==> src/rtl/wave_seq_pkg.sv <==
`default_nettype none
// ============================================================================
// wave_seq_pkg : shared state encoding, func codes and defaults for wave_sequencer
// Rev 1.0
// ============================================================================
package wave_seq_pkg;

  localparam int DEF_STEPS   = 8;
  localparam int DEF_DWELL_W = 16;

  typedef enum logic [1:0] {
    ST_IDLE  = 2'd0,
    ST_RUN   = 2'd1,
    ST_PAUSE = 2'd2,
    ST_DONE  = 2'd3
  } seq_state_e;

  localparam logic [2:0] FUNC_OFF     = 3'b000;
  localparam logic [2:0] FUNC_SINE    = 3'b001;
  localparam logic [2:0] FUNC_SQUARE  = 3'b010;
  localparam logic [2:0] FUNC_TRI     = 3'b011;
  localparam logic [2:0] FUNC_SAW_UP  = 3'b100;
  localparam logic [2:0] FUNC_SAW_DN  = 3'b101;
  localparam logic [2:0] FUNC_NOISE   = 3'b110;

endpackage
`default_nettype wire

==> src/rtl/wave_seq_table.sv <==
`default_nettype none
// ============================================================================
// wave_seq_table : STEPS x (func, dwell) register file, one write port, async read
// Rev 1.0
// ============================================================================
module wave_seq_table
  import wave_seq_pkg::*;
#(
  parameter int         STEPS    = DEF_STEPS,
  parameter int         DWELL_W  = DEF_DWELL_W,
  parameter logic [2:0] RST_FUNC = FUNC_OFF,
  localparam int        AW       = $clog2(STEPS)
) (
  input  logic               clk,
  input  logic               rst,
  input  logic               we_i,
  input  logic [AW-1:0]      waddr_i,
  input  logic [2:0]         wfunc_i,
  input  logic [DWELL_W-1:0] wdwell_i,
  input  logic [AW-1:0]      raddr_i,
  output logic [2:0]         rfunc_o,
  output logic [DWELL_W-1:0] rdwell_o
);

  logic [2:0]         func_q  [STEPS];
  logic [DWELL_W-1:0] dwell_q [STEPS];

  always_ff @(posedge clk) begin
    if (!rst) begin
      for (int i = 0; i < STEPS; i++) begin
        func_q[i]  <= RST_FUNC;
        dwell_q[i] <= '0;
      end
    end else if (we_i) begin
      func_q[waddr_i]  <= wfunc_i;
      dwell_q[waddr_i] <= wdwell_i;
    end
  end

  assign rfunc_o  = func_q[raddr_i];
  assign rdwell_o = dwell_q[raddr_i];

endmodule
`default_nettype wire

==> src/rtl/wave_sequencer.sv <==
`default_nettype none
// ============================================================================
// wave_sequencer : table-driven func-code step sequencer with dwell, pause, stop.
// Program looping is available only when WAVE_SEQ_LOOP_EN is defined. Rev 1.0
// ============================================================================
module wave_sequencer
  import wave_seq_pkg::*;
#(
  parameter int         STEPS     = DEF_STEPS,
  parameter int         DWELL_W   = DEF_DWELL_W,
  parameter logic [2:0] IDLE_FUNC = FUNC_OFF,
  localparam int        AW        = $clog2(STEPS)
) (
  input  logic               clk,
  input  logic               rst,
  input  logic               wr_en,
  input  logic [AW-1:0]      wr_addr,
  input  logic [2:0]         wr_func,
  input  logic [DWELL_W-1:0] wr_dwell,
  input  logic [AW-1:0]      last_step,
  input  logic               loop,
  input  logic               start,
  input  logic               stop,
  input  logic               pause,
  output logic [2:0]         func,
  output logic [AW-1:0]      step_idx,
  output logic               step_pulse,
  output logic               busy,
  output logic               done
);

  localparam logic [1:0] S_IDLE  = ST_IDLE;
  localparam logic [1:0] S_RUN   = ST_RUN;
  localparam logic [1:0] S_PAUSE = ST_PAUSE;
  localparam logic [1:0] S_DONE  = ST_DONE;

  logic [1:0]         state_q, state_d;
  logic [DWELL_W-1:0] cnt_q, cnt_d;
  logic [AW-1:0]      idx_q, idx_d;
  logic [AW-1:0]      last_q, last_d;
  logic               loop_q, loop_d;
  logic [2:0]         func_q, func_d;
  logic               pulse_q, pulse_d;
  logic               busy_q, busy_d;
  logic               done_q, done_d;

  logic               loop_in;
  logic               tbl_we;
  logic [AW-1:0]      rd_addr;
  logic [2:0]         rd_func;
  logic [DWELL_W-1:0] rd_dwell;

`ifdef WAVE_SEQ_LOOP_EN
  assign loop_in = loop;
`else
  assign loop_in = loop & 1'b0;
`endif

  // The table is frozen for the whole program, including the DONE cycle.
  assign tbl_we = wr_en && (state_q == S_IDLE);

  // Entry needed at the next boundary: 0 on start or wrap, otherwise the successor.
  always_comb begin
    if ((state_q == S_IDLE) || (idx_q >= last_q)) begin
      rd_addr = '0;
    end else begin
      rd_addr = idx_q + 1'b1;
    end
  end

  wave_seq_table #(
    .STEPS    (STEPS),
    .DWELL_W  (DWELL_W),
    .RST_FUNC (IDLE_FUNC)
  ) u_table (
    .clk      (clk),
    .rst      (rst),
    .we_i     (tbl_we),
    .waddr_i  (wr_addr),
    .wfunc_i  (wr_func),
    .wdwell_i (wr_dwell),
    .raddr_i  (rd_addr),
    .rfunc_o  (rd_func),
    .rdwell_o (rd_dwell)
  );

  always_comb begin
    state_d = state_q;
    cnt_d   = cnt_q;
    idx_d   = idx_q;
    last_d  = last_q;
    loop_d  = loop_q;
    func_d  = func_q;
    pulse_d = 1'b0;
    done_d  = 1'b0;
    case (state_q)
      S_IDLE: begin
        if (start && !stop) begin
          state_d = S_RUN;
          idx_d   = '0;
          func_d  = rd_func;
          cnt_d   = rd_dwell;
          pulse_d = 1'b1;
          last_d  = last_step;
          loop_d  = loop_in;
        end
      end
      S_RUN, S_PAUSE: begin
        // A released pause counts as a normal countdown cycle.
        if (stop) begin
          state_d = S_IDLE;
          func_d  = IDLE_FUNC;
          idx_d   = '0;
          cnt_d   = '0;
        end else if (pause) begin
          state_d = S_PAUSE;
        end else if (cnt_q != '0) begin
          state_d = S_RUN;
          cnt_d   = cnt_q - 1'b1;
        end else if ((idx_q < last_q) || loop_q) begin
          state_d = S_RUN;
          idx_d   = rd_addr;
          func_d  = rd_func;
          cnt_d   = rd_dwell;
          pulse_d = 1'b1;
        end else begin
          state_d = S_DONE;
          func_d  = IDLE_FUNC;
          done_d  = 1'b1;
        end
      end
      S_DONE: begin
        state_d = S_IDLE;
      end
      default: begin
        state_d = S_IDLE;
        func_d  = IDLE_FUNC;
      end
    endcase
  end

  assign busy_d = (state_d == S_RUN) || (state_d == S_PAUSE);

  always_ff @(posedge clk) begin
    if (!rst) begin
      state_q <= S_IDLE;
      cnt_q   <= '0;
      idx_q   <= '0;
      last_q  <= '0;
      loop_q  <= 1'b0;
      func_q  <= IDLE_FUNC;
      pulse_q <= 1'b0;
      busy_q  <= 1'b0;
      done_q  <= 1'b0;
    end else begin
      state_q <= state_d;
      cnt_q   <= cnt_d;
      idx_q   <= idx_d;
      last_q  <= last_d;
      loop_q  <= loop_d;
      func_q  <= func_d;
      pulse_q <= pulse_d;
      busy_q  <= busy_d;
      done_q  <= done_d;
    end
  end

  assign func       = func_q;
  assign step_idx   = idx_q;
  assign step_pulse = pulse_q;
  assign busy       = busy_q;
  assign done       = done_q;

endmodule
`default_nettype wire

==> config.mk <==
export PLATFORM = sky130hd
export DESIGN_NAME = wave_sequencer
export DESIGN_NICKNAME = d
export VERILOG_FILES = /design/src/rtl/wave_seq_pkg.sv /design/src/rtl/wave_seq_table.sv /design/src/rtl/wave_sequencer.sv
export SDC_FILE = /design/constraint.sdc
export NUM_CORES = 1
export LEC_CHECK = 0
export BUFFER_PORTS_ARGS = -buffer_cell sky130_fd_sc_hd__buf_4
export CAP_MARGIN = 20
export CORE_MARGIN = 2
export CORE_UTILIZATION = 32
export CTS_CLUSTER_SIZE = 28
export DETAILED_ROUTE_END_ITERATION = 6
export PLACE_DENSITY = 0.49
export SLEW_MARGIN = 20
export SYNTH_ARGS = -nofsm -noshare
export SYNTH_HDL_FRONTEND = slang
export SYNTH_SLANG_ARGS = --single-unit
==> constraint.sdc <==
create_clock -name clk -period 4.5 [get_ports clk]
set_input_delay 0.45 -clock clk [delete_from_list [all_inputs] [get_ports clk]]
set_output_delay 0.45 -clock clk [all_outputs]
set_load 0.02 [all_outputs]
[After elaboration in Yosys (flattened, before gate mapping)]
Memories as Yosys holds them, arrays and structs flattened.
Cells that the tools add are included.
Operators by class
  order comparisons: 2
  add/sub/neg operators: 2
  multiplexer cells: 42
  eq/ne operators: 10
  bitwise gates (word level): 2
  reductions and logical operators: 16
Operators by type and width (count)
  $mux 16: 6
  $mux 3: 14
  $pmux 16 s2: 1
  $reduce_bool 16->1: 1
  $reduce_or 16->1: 1
  $sub 16x1->16 const B: 1
  $mux 1: 12
  $pmux 3 s2: 2
  $mux 2: 5
  $ne 3x3->1 const B: 3
  $reduce_and 4->1: 2
  $eq 2x2->1 const B: 3
  $pmux 2 s3: 1
  $reduce_and 5->1: 1
  $reduce_or 5->1: 1
  $eq 2x1->1 const B: 2
  $ne 4x4->1 const B: 1
  $add 3x1->3 const B: 1
  $ge 3x3->1: 1
  $lt 3x3->1: 1
  $reduce_or 3->1: 1
  $logic_and 1x1->1: 2
  $logic_not 2->1: 1
  $logic_or 1x1->1: 2
  other kinds (7): 8
Word-level totals
  memories kept: 2
  output and inout port bits: 9
  input bits: 32
  word-level logic and storage cells: 84
  register bits after elaboration: 30
  memory bits (writable): 152
Memory list
  u_table.dwell_q: depth 8, width 16, read ports 1, clocked after memory_dff 0, wr ports 8, line wave_seq_table.sv:26  | logic [DWELL_W-1:0] dwell_q [STEPS];
  u_table.func_q: depth 8, width 3, read ports 1, clocked after memory_dff 0, wr ports 8, line wave_seq_table.sv:25  | logic [2:0] func_q [STEPS];

[Depth between registers and ports, before layout]
An unclocked memory read counts as a cell.
  depth after elaboration: 9
  depth in mapped cells: 11
  depth with buffers taken out: 8

[Modules after synthesis]
A second synthesis with hierarchy kept.
Second synthesis, totals
  cell total of the unflattened synthesis: 682
  area, all modules: 8758.4 um^2
Modules (own cells, without submodules)
  wave_seq_table: area an instance 6859.1 um^2, cells each 439, sequential area each 4564.4 um^2, instances 1
  wave_sequencer: area an instance 1899.3 um^2, cells each 243, sequential area each 600.6 um^2, instances 1

[Least setup slack after synthesis]
Ideal clock, no wire load.
  path type: register to register
  start: reg state_q[0]
  end: mem u_table.dwell_q[2][0] (netlist bit), enable pin
  arrival time: 2.369 ns
  path slack: 1.710 ns
  cell stages (with the launch flop): 6
  data required time: 4.079 ns
  setup time: 0.421 ns
  path buffers: 1
  period minus slack after synthesis: 2.790 ns
  cell sequence: dfxtp_1 > inv_1 > ha_1 > buf_2 > nand4b_1 > o21ai_0
RTL lines
  from (decl): line wave_sequencer.sv:37  | logic [1:0] state_q, state_d;
  from (signal assigned): line wave_sequencer.sv:156  | state_q <= state_d;
  to (decl): line wave_seq_table.sv:26

==> summary.txt <==
Gr ovfl total: 0
F_max: 306 MHz
Worst EP arrival: 3.38 ns
Post-synth EDFFs: 152
CTS Buf Count: 17
Placer congestion estimate: 0.827
Ys async rst share: 0
Vias/cell: 5.18
Rel. slew slack: 0.317
Critical Path Source: state_q[0]
Mean Syn Cell Area: 11.7 sq um
Die width: 171 um
Cell Pwr Density: 376 nW/um^2
Row count: 61
Post-DP HPWL: 16900 um
Num ports: 41
Synth Instances: 769
1st-iter DRT viols: 527
Slew @ Worst Pin: 1.02 ns
Crit path required time: 4.62 ns
Cell area after synthesis: 8960 sq um
Tmin final: 3.26 ns
Hold WS: 0.267 ns
RSZ-0062 raised after global routing: false
Total negative slack: 0 ns
CP max-delay cell: nand4_1
Critical path type: reg -> reg
Die height: 171 um
N_diodes: 0
Max-slew violations: 0
Crit Path Max Fanout: 20
Unique masters post-synth: 73
Critical path's largest stage delay: 0.61 ns
CTS Hold Bufs: 0
VDD IR-drop max: 193 uV
Clock Pin Slew Worst Setup and Hold Paths: 0.07 ns
CTS Sinks: 182
CP startpoint kind: flip-flop
First-pass GRT wire length: 39800 um
Seq/Total Area, Yosys: 0.576
TritonRoute pass-1 iters: 5
Max clock buf depth: 2
Max cap viols: 0
Clock tree root buffer cell: clkbuf_16
Most common cell after layout, fill and taps aside: and2_1
FILL cells: 2677
YS warnings: 0
Initial Util: 0.324
Reg2reg start: state_q[0]
Top FF cell, synth: edfxtp_1
Register area: 5170 sq um
HP Start: last_step[0]
Total Wirelength: 26900 um
Largest net degree at the start of global routing: 59
DRC viols: 0
Final hold violations: 0
Post-Syn Nets: 809
# port buffers: 39
Post-CTS Setup Bufs: 0
Post_cts resized: 0
GRT Total Usage: 0.190
Initial antenna violation count: 0
Clock skew: 0.0149 ns
Worst-skew pair later-pin latency: 0.44 ns
DRT antenna net count: 0
Multi-input gate area: 3650 sq um
Core area: 27700 sq um
Final setup viols: 0
Avg WL per Cell: 22.4 um
Outcome: completed
Layout area overhead: 15.8%
Worst setup EP type: flip-flop
Worst min-delay path class: in -> reg
Commonest cells after routing, fill and taps aside: 157 x and2_1, 152 x edfxtp_1, 62 x buf_4, 36 x a21oi_1, 30 x nor2_1
CP cell instances: inv_1, ha_1, nand4_1, nor3_2, buf_4, nand2b_1, buf_4
Vias: 6196
Most used cell, CP: buf_4
Htree depth: 4
Final period util: 0.725
Seq cells post-synth: 182
Nets: 846
Leak Pwr: 3.66 nW
Vias in the first global route: 6044
Die area: 29400 sq um
Layout cells sized above 1: 0.167
CTS tree: done
-- power by group --
group	internal [mW]	switching, mW
clock network	0.836	0.702
logic	0.151	0.264
registers	1.91	0.0463
total	2.89	1.01
-- worst max-delay path: cells and delay by family, from the launching register on --
| family | cells | cell delay, ns |
|---|---|---|
| buffers and inverters | 3 | 0.73 |
| adder cells (fa/ha/maj) | 1 | 0.42 |
| flip-flops | 1 | 0.33 |
| AND/OR/NAND/NOR | 3 | 1.45 |
-- state kept, by name, summed over array words and instances, names as in the netlist --
register	flops
last_q	3
done	1
u_table.dwell_q	128
cnt_q	16
state_q	2
func	3
busy	1
step_pulse	1
step_idx	3
u_table.func_q	24
-- layer usage --
| metal | GRT usage | routed length [um] |
|---|---|---|
| met5 | 0 | 0 |
| met4 | 0.0615 | 525 |
| met3 | 0.0373 | 1470 |
| met2 | 0.298 | 12200 |
| met1 | 0.265 | 12600 |
-- cell families (layout without fill, tap and decap cells) --
logic type	after synthesis	in the layout	synth area share
AOI/OAI and AO/OA	179	179	0.141
DFF	182	182	0.576
adders and majority gates	8	8	0.0112
muxes	36	36	0.0441
and+or+nand+nor	305	305	0.197
buffers and inverters	54	104	0.0260
xor gates and xnor gates	5	5	0.00489
-- through the flow --
stage	utilization	worst slack [ns]	total power, mW	cells	cell area, sq um
after floorplan	-	1.71	2.24	769	8960
after global placement	0.353	1.17	2.40	1165	9790
after detailed placement	0.353	1.18	2.40	1165	9790
after CTS	0.375	1.23	3.93	1197	10400
after global routing	0.375	1.01	4.04	1197	10400
final	0.375	1.24	3.91	1197	10400
-- final timing paths --
kind                                 to  cells after the start  slack (ns)
hold reg to reg                cnt_q[1]                      2        0.51
setup / recovery  u_table.dwell_q[1][1]                      7        1.24
hold / removal                last_q[0]                      3        0.27
setup reg to reg  u_table.dwell_q[1][1]                      7        1.24
-- layout make-up --
class                      count  area share
clock buffer                  18      0.0413
clock inverter                14      0.0155
inverter                      10     0.00362
multi-input combinational    533       0.352
sequential                   182       0.498
tap                          378      0.0456
timing repair buffer          62      0.0448
-- synthesized netlist by cell type (3+ instances only) --
cell       number  area share
o21ai_0        31       0.017
o21a_1          3      0.0025
or4_1           3      0.0025
a211oi_1       13       0.011
o31ai_1         8      0.0067
and2_1        157        0.11
o21ai_1         3      0.0017
nand2_1        28       0.012
a21oi_1        36       0.020
edfxtp_1      152        0.51
nand2b_1       11      0.0077
ha_1            8       0.011
a2bb2oi_1       7      0.0068
a21o_1          3      0.0025
nand3_1        14      0.0078
nor2b_1        12      0.0084
inv_1          10      0.0042
o221ai_1        7      0.0068
clkbuf_1       28       0.012
or3_1           4      0.0028
nor3_1         21       0.012
a221oi_1        9      0.0088
o211ai_1        6      0.0050
buf_2          12      0.0067
dfxtp_1        30       0.067
o22ai_1        12      0.0084
o311ai_0        4      0.0039
xnor2_1         3      0.0029
mux2i_1        20       0.022
a31oi_1         9      0.0063
nor2_1         34       0.014
mux2_2         14       0.018
Note: power is estimated with default switching activity, not from simulation.
